[config.mk]
export PLATFORM = sky130hd
export DESIGN_NAME = opimm_issue_queue
export DESIGN_NICKNAME = d
export VERILOG_FILES = /design/src/rtl/opimm_issue_queue.sv
export SDC_FILE = /design/constraint.sdc
export NUM_CORES = 1
export LEC_CHECK = 0
export BUFFER_PORTS_ARGS = -buffer_cell sky130_fd_sc_hd__buf_2
export CAP_MARGIN = 5
export CORE_MARGIN = 3
export CORE_UTILIZATION = 45
export DETAILED_ROUTE_END_ITERATION = 7
export GPL_TIMING_DRIVEN = 0
export PLACE_DENSITY_LB_ADDON = 0.08
export SYNTH_ARGS = -nofsm -noshare
export SYNTH_HDL_FRONTEND = slang
export SYNTH_SLANG_ARGS = --single-unit
[constraint.sdc]
create_clock -name core_clock_i -period 2.6 [get_ports core_clock_i]
set_input_delay 0 -clock core_clock_i [delete_from_list [all_inputs] [get_ports core_clock_i]]
set_output_delay 0 -clock core_clock_i [all_outputs]
set_load 0.005 [all_outputs]
[src/rtl/opimm_issue_queue.sv]
// In-order issue queue for decoded OP-IMM packets. Each head entry is routed to the
// simple ALU or the complex unit. An illegal packet is reported and held until a flush.
module opimm_issue_queue #(
  parameter int DEPTH = 4
) (
  input  logic                     core_clock_i,
  input  logic                     core_reset_n_i,
  input  logic                     core_flush_i,
  input  logic                     in_valid_i,
  output logic                     in_ready_o,
  input  logic [6:0]               in_uop_i,
  input  logic                     in_legal_i,
  input  logic                     in_sc_i,
  input  logic [5:0]               in_rd_i,
  input  logic [5:0]               in_rs1_i,
  input  logic [11:0]              in_imm_i,
  input  logic [31:0]              in_pc_i,
  output logic                     alu_valid_o,
  input  logic                     alu_ready_i,
  output logic                     cplx_valid_o,
  input  logic                     cplx_ready_i,
  output logic [6:0]               out_uop_o,
  output logic [5:0]               out_rd_o,
  output logic [5:0]               out_rs1_o,
  output logic [11:0]              out_imm_o,
  output logic                     exc_valid_o,
  output logic [31:0]              exc_pc_o,
  output logic [$clog2(DEPTH):0]   count_o
);

  localparam int PW = $clog2(DEPTH);
  localparam int CW = PW + 1;

  logic [6:0]  uop_q [DEPTH];
  logic [5:0]  rd_q  [DEPTH];
  logic [5:0]  rs1_q [DEPTH];
  logic [11:0] imm_q [DEPTH];
  logic        sc_q  [DEPTH];

  logic [PW-1:0] wptr, rptr;
  logic [CW-1:0] count;
  logic          accept, enq, illegal, deq, not_empty;

  assign not_empty    = (count != '0);
  assign in_ready_o   = (count < CW'(DEPTH)) && !exc_valid_o && !core_flush_i;
  assign accept       = in_valid_i && in_ready_o;
  assign enq          = accept && in_legal_i;
  assign illegal      = accept && !in_legal_i;

  assign alu_valid_o  = not_empty && !sc_q[rptr];
  assign cplx_valid_o = not_empty &&  sc_q[rptr];
  assign deq          = (alu_valid_o && alu_ready_i) || (cplx_valid_o && cplx_ready_i);

  assign out_uop_o    = uop_q[rptr];
  assign out_rd_o     = rd_q[rptr];
  assign out_rs1_o    = rs1_q[rptr];
  assign out_imm_o    = imm_q[rptr];
  assign count_o      = count;

  // Payload storage needs no reset: entries are only observed while count is non-zero.
  always_ff @(posedge core_clock_i) begin
    if (enq) begin
      uop_q[wptr] <= in_uop_i;
      rd_q[wptr]  <= in_rd_i;
      rs1_q[wptr] <= in_rs1_i;
      imm_q[wptr] <= in_imm_i;
      sc_q[wptr]  <= in_sc_i;
    end
  end

  always_ff @(posedge core_clock_i or negedge core_reset_n_i) begin
    if (!core_reset_n_i) begin
      count       <= '0;
      wptr        <= '0;
      rptr        <= '0;
      exc_valid_o <= 1'b0;
      exc_pc_o    <= '0;
    end else if (core_flush_i) begin
      // Flush wins over any dequeue handshake seen in the same cycle.
      count       <= '0;
      wptr        <= '0;
      rptr        <= '0;
      exc_valid_o <= 1'b0;
    end else begin
      if (enq) wptr <= wptr + PW'(1);
      if (deq) rptr <= rptr + PW'(1);
      case ({enq, deq})
        2'b10:   count <= count + CW'(1);
        2'b01:   count <= count - CW'(1);
        default: count <= count;
      endcase
      if (illegal) begin
        exc_valid_o <= 1'b1;
        exc_pc_o    <= in_pc_i;
      end
    end
  end

endmodule

# After elaboration in Yosys (flattened, before gate mapping)
# Memory sizes are Yosys's and may differ from the RTL's.
# Index checks and enable logic that the tools add are counted.
[classes] add_sub_neg=4 n_lt_le_gt_ge=1 n_eq_ne=2 n_mux=10 n_bitwise=1 n_reduce_logical=20
[ops] op="$logic_and A1 B1 Y1" count=9
[ops] op="$mux W2" count=4
[ops] op="$pmux W3 S2" count=1
[ops] op="$reduce_bool A2 Y1" count=3
[ops] op="$reduce_bool A3 Y1" count=2
[ops] op="$add A2 B1 Y2 const B" count=2
[ops] op="$logic_not A1 Y1" count=4
[ops] op="$mux W1" count=4
[ops] op="$add A3 B1 Y3 const B" count=1
[ops] op="$lt A3 B3 Y1 const B" count=1
[ops] op="$mux W3" count=1
[ops] op="$sub A3 B1 Y3 const B" count=1
[ops] op="$eq A2 B1 Y1 const B" count=1
[ops] op="$eq A2 B2 Y1 const B" count=1
[ops] op="$reduce_and A2 Y1" count=1
[ops] op="$logic_or A1 B1 Y1" count=1
[ops] op="$not A1 Y1" count=1
[totals] reg_bits=40 ramBits=128 input_bits=71 out_inout_bits=70 elab_cells=48 mem_count=5
[memory_table] name="imm_q" depth=4 word_bits=12 read_ports=1 rd_clocked_by_memory_dff=0 write_ports=1 line_no="37" source="logic [11:0] imm_q [DEPTH];"
[memory_table] name="uop_q" depth=4 word_bits=7 read_ports=1 rd_clocked_by_memory_dff=0 write_ports=1 line_no="34" source="logic [6:0] uop_q [DEPTH];"
[memory_table] name="rd_q" depth=4 word_bits=6 read_ports=1 rd_clocked_by_memory_dff=0 write_ports=1 line_no="35" source="logic [5:0] rd_q [DEPTH];"
[memory_table] name="rs1_q" depth=4 word_bits=6 read_ports=1 rd_clocked_by_memory_dff=0 write_ports=1 line_no="36" source="logic [5:0] rs1_q [DEPTH];"
[memory_table] name="sc_q" depth=4 word_bits=1 read_ports=1 rd_clocked_by_memory_dff=0 write_ports=1 line_no="38" source="logic sc_q [DEPTH];"

# Longest topological paths before layout
# Gate-level depths: netlist of run 1.
[logic_depth] word_depth=8 mapped_depth=9 depth_no_buf=7

# Worst setup path before layout of run 1
# No wires, ideal clock.
[synth_path] path_type="register -> register" from="register rptr[0]" to="register count[1], in the netlist count_o[1]" setup_time_ps=71 arrival_time_ps=2489 t_required_ps=2529 slack_ps=40 path_stages_with_launch=10 path_buffers=2 synth_period_minus_slack_ps=2560 cell_sequence="dfrtp_1 buf_6 mux4_2 mux2i_2 buf_6 nor3_1 fa_1 nand2_1 or4_1 nand4_1"
[synth_via] elab_chain_cells=8 elab_cells_between_ends=12 classes_between="2 x eq/ne; 2 x mux; 7 x reduce/logical; 1 x memory"
[synth_lines] item="start, declared" line_no="40" source="logic [PW-1:0] wptr, rptr;"
[synth_lines] item="start signal, assigned" line_no="86" source="if (deq) rptr <= rptr + PW'(1);"
[synth_lines] item="$mem_v2 Z4 W1 *"
[synth_lines] item="$logic_not A1 Y1" line_no="50" source="assign alu_valid_o = not_empty && !sc_q[rptr];"
[synth_lines] item="$logic_and A1 B1 Y1" line_no="50"
[synth_lines] item="$logic_and A1 B1 Y1" line_no="52" source="assign deq = (alu_valid_o && alu_ready_i) || (cplx_valid_o && cplx_ready_i);"
[synth_lines] item="$logic_or A1 B1 Y1 *" line_no="52"
[synth_lines] item="$eq A2 B1 Y1 / $eq A2 B2 Y1 (equally long branches)" line_no="87" source="case ({enq, deq})"
[synth_lines] item="$pmux W3 S2" line_no="87"
[synth_lines] item="$mux W3" line_no="78" source="end else if (core_flush_i) begin"
[synth_lines] item="end signal, assigned" line_no="88" source="2'b10: count <= count + CW'(1);"
[synth_lines] item="end signal, assigned" line_no="89" source="2'b01: count <= count - CW'(1);"
[synth_lines] item="end signal, assigned" line_no="90" source="default: count <= count;"
[synth_lines] item="end, declared" line_no="41" source="logic [CW-1:0] count;"
# Every way passes the cells marked *; elsewhere a longest branch is shown, timed or not.
# A chain may end at the register's enable or synchronous reset.

# Worst setup path in the final report of run 1
# Ends and elaborated chain as after synthesis.

==> impl_results.md, run 1 <==
* Max Slew Vio Count at 0
* CP Capture Point: count_o[1]
* TritonCTS clock tree: built
* CP startpoint kind: flop
* Pwr dens at 780 nW/um^2
* CP delay by family, top: multiplexers
* Synth warn at 0
* Switching part of the total at 21.7%
* Inst Count DP at 621
* Worst-case reg-to-reg path depth at 9
* Antenna cells at 0
* Crit path kind: reg -> reg
* Hpwl dp at 8.08 mm
* Final Cycle Share at 98.3%
* Run status: finished, final reports clean
* Vias in the first global route at 4050
* Worst path bufs/invs at 2
* Via density at 5.06
* DRC at 0
* Top cell by count, worst path: buf_6
* Post-synthesis cell type count at 33
* Peak VDD IR at 0.000413 V
* Final Skew at 8.45 ps
* Tmin final at 2560 ps
* Gr ovfl total at 0
* Synth top area cells: edfxtp_1, dfrtp_1, mux4_2
* Worst Hold Class: in -> reg
* First-pass detailed-route iteration total at 4
* CP Capture Type: flop
* Rows at 42
* Critical path data required time at 2950 ps
* Non-filler cells, final at 720
* Gp weighted congestion at 0.687
* CP startpoint: rptr[0]
* RR Startpoint: rptr[0]
* DR iter-0 viols at 241
* Total vias in the final route at 3640
* Routed WL per cell at 17.8 microns
* Crit-path slowest cell: mux4_2
* Tot Pwr at 0.00683 W
* Num CTS Buffers at 17
* Flop pwr share at 46.7%
* Initial antenna violation count at 0
* Die Wd at 125 microns
* Post-Syn Nets at 377
* IO Pins at 141
* Synth cell count leaders: edfxtp_1, dfrtp_1, mux2_2, mux4_2, clkbuf_1
* Worst slew pin tran at 905 ps
* Most common cell in the netlist: edfxtp_1
* ANT nets after route at 0
* Die Area at 15700 sq um
* Power share of the clock group at 39.0%
* Post-synth EDFFs at 128
* Unrepaired setup endpoints after global routing: true
* CP cell instances: buf_6 -> mux4_2 -> mux2i_4 -> buf_6 -> nor3_2 -> fa_2 -> nand2_1 -> or4_1 -> nand4_1
* Comb power frac at 14.3%
* Critical Path Max Stage Delay at 560 ps
* Cell internal pwr at 0.00534 W
* Synth area leader: edfxtp_1
* Slew headroom at 39.7%
* Fraction of registers with async set/reset at 23.8%
* Max-cap violations at 0
* Hold slack at 70.5 ps
* Core area at 13600 sq um
* PortBufs at 140
* First-pass GRT wire length at 21.1 mm
* Peak Freq at 391 MHz
* Clk root buf: clkbuf_16
* Worst r2r dst: count_o[1]
* Overall routed net length at 12.8 mm
* Final-stage net count at 607
* Initial core utilization at 47.1%
* Ys flop type: edfxtp_1
* Share of the yosys chip area belonging to registers at 75.9%
* Sw power at 0.00148 W
* CTS clk-pin slew, worst paths at 60 ps
* Clk_lat worst skew at 420 ps
* Critical Path AT at 2910 ps
* Bufs on Longest Clock Path at 2
* Area Growth Syn to Fin at 37.1%
* Largest net degree at the start of global routing at 41
* Die height at 125 microns
* WP depth at 9
* Top fanout value on the critical path at 3
* Core Util, Final at 64.6%
* Cell Area, Synth at 6390 sq um
* Share of the synthesized area in the top cell type at 60.2%
* Clock sinks at 168
* Final hold vios at 0
* Mapped Avg Cell Area at 21.2 sq um
* Leak at 3.33 nW
* H-tree depth at 4
* Total Routing Usage GR at 17.6%
* #FFs+latches synth at 168
* Layout cells sized above 1 at 48.2%
* Syn Inst Count at 301
* Finish-stage setup viols at 0
* Worst reg-to-reg setup slack at 40 ps
==> what timing repair did <==
action / in CTS / in global routing
endpoints found under the hold margin: 200 / 0
hold buffers: 65 / 0
resized for setup: 5 / 4
pin swaps: 1 / 0
buffers inserted: 5 / 0
endpoints found under the setup margin: 2 / 8
==> kinds of logic after synthesis <==
group,after synthesis,share of synthesized area [%]
DFF,168,75.9
muxes,66,17.3
and+or+nand+nor,30,2.94
buffers and inverters,20,1.53
AOI/OAI and AO/OA,11,1.14
adders and majority gates,5,1.10
xor gates and xnor gates,1,0.137
==> worst register-to-register path: cells and delay by family (launching register included) <==
family | cells | cell delay (ps)
simple gates | 4 | 570
buf+inv | 2 | 240
flops | 1 | 340
fa+ha+maj | 1 | 540
mux | 2 | 810
==> state kept, by name, indices dropped and copies added, names as in the netlist <==
register / flops
wptr: 2
exc_valid_o: 1
count_o: 3
rd_q: 24
rs1_q: 24
uop_q: 28
exc_pc_o: 32
imm_q: 48
sc_q: 4
rptr: 2
==> layout make-up <==
| cell class | count | area [sq um] |
|---|---|---|
| Sequential cell | 168 | 4840 |
| Fill cell | 982 | 4800 |
| Multi-Input combinational cell | 113 | 1490 |
| Timing Repair Buffer | 214 | 1480 |
| Clock buffer | 17 | 425 |
| Tap cell | 176 | 220 |
| Clock inverter | 15 | 208 |
| Buffer | 13 | 72.6 |
| Inverter | 4 | 15.0 |
==> metrics by stage <==
stage / setup WS (ps) / instance area [sq um] / TNS (ps)
6_report: 44.6 / 8750 / 0
5_1_grt: -49.4 / 8750 / -49.4
4_1_cts: 22.7 / 8740 / 0
3_5_place_dp: -417 / 7400 / -654
3_3_place_gp: -399 / 7310 / -50050
2_1_floorplan: 39.9 / 6390 / 0
==> cell usage in the layout, fill, tap and decap left out, types with 2 or more instances in the layout <==
master / synthesis / final
and3_2: 0 / 4
clkinvlp_4: 0 / 2
nor2b_1: 2 / 2
clkbuf_16: 0 / 17
clkbuf_1: 8 / 4
ha_1: 4 / 4
buf_6: 2 / 2
buf_4: 0 / 5
a31oi_1: 2 / 2
edfxtp_1: 128 / 128
or4_1: 2 / 2
clkinv_2: 0 / 5
nor3_1: 3 / 2
mux4_2: 32 / 32
nand4_1: 4 / 4
or4b_1: 3 / 3
inv_1: 4 / 4
mux2_2: 32 / 32
nor2_1: 3 / 3
a21oi_1: 3 / 3
bufinv_16: 0 / 5
dlygate4sd3_1: 0 / 65
buf_2: 6 / 146
buf_12: 0 / 3
dfrtp_1: 40 / 40
nand2_1: 4 / 4
and2_1: 2 / 2
==> how the worst min path moves through the flow <==
| stage | startpoint | endpoint | cells past startpoint |
|---|---|---|---|
| 2_1_floorplan | core_reset_n_i | count_o[0] | 0 |
| 3_3_place_gp | core_reset_n_i | exc_pc_o[10] | 1 |
| 3_5_place_dp | core_reset_n_i | exc_pc_o[9] | 1 |
| 4_1_cts | in_legal_i | wptr[1] | 4 |
| 5_1_grt | in_legal_i | wptr[1] | 4 |
| 6_report | in_legal_i | wptr[1] | 4 |
==> power groups by stage <==
stage,sequential [W],clock (W),combinational (W)
2_1_floorplan,0.00325,0,0.000440
3_3_place_gp,0.00323,0,0.000858
3_5_place_dp,0.00323,0,0.000882
4_1_cts,0.00318,0.00272,0.000984
5_1_grt,0.00322,0.00284,0.00108
6_report,0.00319,0.00266,0.000976
==> metal layers <==
| layer | part of all wire, % | wire [microns] | global-route usage (%) |
|---|---|---|---|
| met2 | 50 | 6460 | 29.1 |
| met5 | 0 | 0 | 0 |
| met1 | 43 | 5470 | 22.5 |
| met3 | 5.4 | 690 | 4.73 |
| met4 | 1.6 | 199 | 6.57 |
Power figures use the tool's default switching activity.
==> run 2, diff against run 1 <==
--- a/config.mk
+++ b/config.mk
@@ -7,8 +7,10 @@
 export LEC_CHECK = 0
 export BUFFER_PORTS_ARGS = -buffer_cell sky130_fd_sc_hd__buf_2
 export CAP_MARGIN = 5
+export CELL_PAD_IN_SITES_DETAIL_PLACEMENT = 0
+export CELL_PAD_IN_SITES_GLOBAL_PLACEMENT = 1
 export CORE_MARGIN = 3
-export CORE_UTILIZATION = 45
+export CORE_UTILIZATION = 41
 export DETAILED_ROUTE_END_ITERATION = 7
 export GPL_TIMING_DRIVEN = 0
 export PLACE_DENSITY_LB_ADDON = 0.08
==> impl_results.md, run 2 (same netlist as run 1, synthesis figures left out) <==
* Area Growth Syn to Fin at 35.2% (was 37.1%)
* Clock sinks at 168 (unchanged)
* Hpwl dp at 8.18 mm (was 8.08 mm)
* Commonest non-fill, non-tap cell in the layout: buf_2 (unchanged)
* Layout cells sized above 1 at 47.1% (was 48.2%)
* Overall routed net length at 13.1 mm (was 12.8 mm)
* Routed WL per cell at 18.0 microns (was 17.8 microns)
* Core area at 14900 sq um (was 13600 sq um)
* Initial core utilization at 43.0% (was 47.1%)
* Final Skew at 6.81 ps (was 8.45 ps)
* Worst path bufs/invs at 1 (was 2)
* CP cell instances: buf_6 -> mux4_2 -> mux2i_4 -> nor3_1 -> fa_1 -> nand2_1 -> or4_1 -> nand4_1 (was buf_6 -> mux4_2 -> mux2i_4 -> buf_6 -> nor3_2 -> fa_2 -> nand2_1 -> or4_1 -> nand4_1)
* Via density at 4.97 (was 5.06)
* Leak at 3.27 nW (was 3.33 nW)
* First-pass GRT wire length at 20.4 mm (was 21.1 mm)
* CP delay by family, top: multiplexers (unchanged)
* Critical Path AT at 2850 ps (was 2910 ps)
* Final Cycle Share at 96.0% (was 98.3%)
* Gr ovfl total at 0 (unchanged)
* Vias in the first global route at 3879 (was 4050)
* H-tree depth at 4 (unchanged)
* IO Pins at 141 (unchanged)
* Die Area at 17100 sq um (was 15700 sq um)
* PortBufs at 140 (unchanged)
* Gp weighted congestion at 0.716 (was 0.687)
* Top fanout value on the critical path at 3 (unchanged)
* Critical Path Max Stage Delay at 570 ps (was 560 ps)
* Max-cap violations at 0 (unchanged)
* First-pass detailed-route iteration total at 4 (unchanged)
* CTS clk-pin slew, worst paths at 60 ps (about the same)
* Total Routing Usage GR at 16.2% (was 17.6%)
* Non-filler cells, final at 727 (was 720)
* Die height at 131 microns (was 125 microns)
* Biggest regs: imm_q (48), exc_pc_o (32), uop_q (28) (unchanged)
* Reg with most FFs: imm_q (unchanged)
* TritonCTS clock tree: built (unchanged)
* Die Wd at 131 microns (was 125 microns)
* Pre-CTS setup slack at -288 ps (was -417 ps)
* Peak VDD IR at 0.000434 V (was 0.000413 V)
* Unrepaired setup endpoints after global routing: false (was true)
* DR iter-0 viols at 154 (was 241)
* Finish-stage setup viols at 0 (unchanged)
* Final hold vios at 0 (unchanged)
* Largest register FFs at 48 (unchanged)
* Bufs on Longest Clock Path at 2 (unchanged)
* Pwr dens at 746 nW/um^2 (was 780 nW/um^2)
* Commonest cells after routing, fill and taps aside: buf_2, edfxtp_1, dlygate4sd3_1, dfrtp_1 (unchanged)
* Clk_lat worst skew at 430 ps (was 420 ps)
* Final-stage net count at 606 (was 607)
* Rows at 44 (was 42)
* Worst Hold Class: in -> reg (unchanged)
* Slew headroom at 37.8% (was 39.7%)
* CP startpoint kind: flop (unchanged)
* Peak Freq at 401 MHz (was 391 MHz)
* Max Slew Vio Count at 0 (unchanged)
* Antenna cells at 0 (unchanged)
* DRC at 0 (unchanged)
* Largest net degree at the start of global routing at 41 (unchanged)
* Tmin final at 2500 ps (was 2560 ps)
* Critical path data required time at 2960 ps (was 2950 ps)
* Inst Count DP at 629 (was 621)
* Clk root buf: clkbuf_16 (unchanged)
* Worst slew pin tran at 933 ps (was 905 ps)
* Crit-path slowest cell: mux4_2 (unchanged)
* Initial antenna violation count at 0 (unchanged)
* Num CTS Buffers at 17 (unchanged)
* CP Capture Type: flop (unchanged)
* Total vias in the final route at 3612 (was 3640)
* ANT nets after route at 0 (unchanged)
* Crit path kind: reg -> reg (unchanged)
* Final worst setup slack at 105 ps (was 44.6 ps)
* Run status: finished, final reports clean (unchanged)
==> run 2: stage by stage <==
step | TNS [ps] | util, % | area [sq um] | hold slack (ps) | power, W
global placement | -50960 | 49.2 | 7320 | 189 | 0.00410
detailed placement | -550 | 49.8 | 7400 | 198 | 0.00413
global route | 0 | 58.1 | 8630 | 109 | 0.00676
CTS | 0 | 58.1 | 8630 | 36.7 | 0.00653
finish | 0 | 58.1 | 8630 | 73.7 | 0.00644
floorplan | 0 | - | 6390 | -296 | 0.00369
==> run 2: final timing paths <==
path / start / endpoint / slack [ps] / depth (start not counted)
worst max-delay path: rptr[0] / count_o[1] / 100 / 8
worst min-delay path: in_legal_i / count_o[2] / 70 / 4
worst max register to register: rptr[0] / count_o[1] / 100 / 8
worst min register to register: exc_pc_o[31] / exc_pc_o[31] / 500 / 1
max in group asynchronous: core_reset_n_i / rptr[1] / 1760 / 2
min in group asynchronous: core_reset_n_i / exc_pc_o[3] / 260 / 2
==> run 2: where the power goes <==
part           switching [W]  internal [W]  total, W
Clock               0.000983       0.00130   0.00229
Combinational       0.000410      0.000558  0.000967
Sequential         0.0000951       0.00309   0.00318
==> run 2: what timing repair did <==
action / CTS / global route
gates resized for setup: 3 / 4
endpoints found under the setup margin: 2 / 3
hold endpoints to repair: 200 / 0
hold buffers: 65 / 0
pin swaps: 0 / 1
gates cloned: 0 / 0
setup buffers: 4 / 1
==> run 2: worst min-delay path: stages <==
cell	delay, ps
buf_2	160
a2111oi_2	90
mux2i_1	120
a31oi_1	80
==> run 2: cell type report <==
| type | count | area, sq um |
|---|---|---|
| Inverter | 4 | 15.0 |
| Buffer | 12 | 61.3 |
| Clock buffer | 19 | 433 |
| Sequential cell | 168 | 4840 |
| Multi-Input combinational cell | 113 | 1470 |
| Fill cell | 1164 | 6230 |
| Timing Repair Buffer | 214 | 1470 |
| Clock inverter | 13 | 108 |
| Tap cell | 184 | 230 |
==> run 2: metal layers <==
metal	vias up	track usage, %	share of wire, %
met2	91	27.6	53
li1	1670	-	-
met1	1832	19.9	41
met3	19	4.80	4.8
met5	-	0	0
met4	0	5.44	1.5
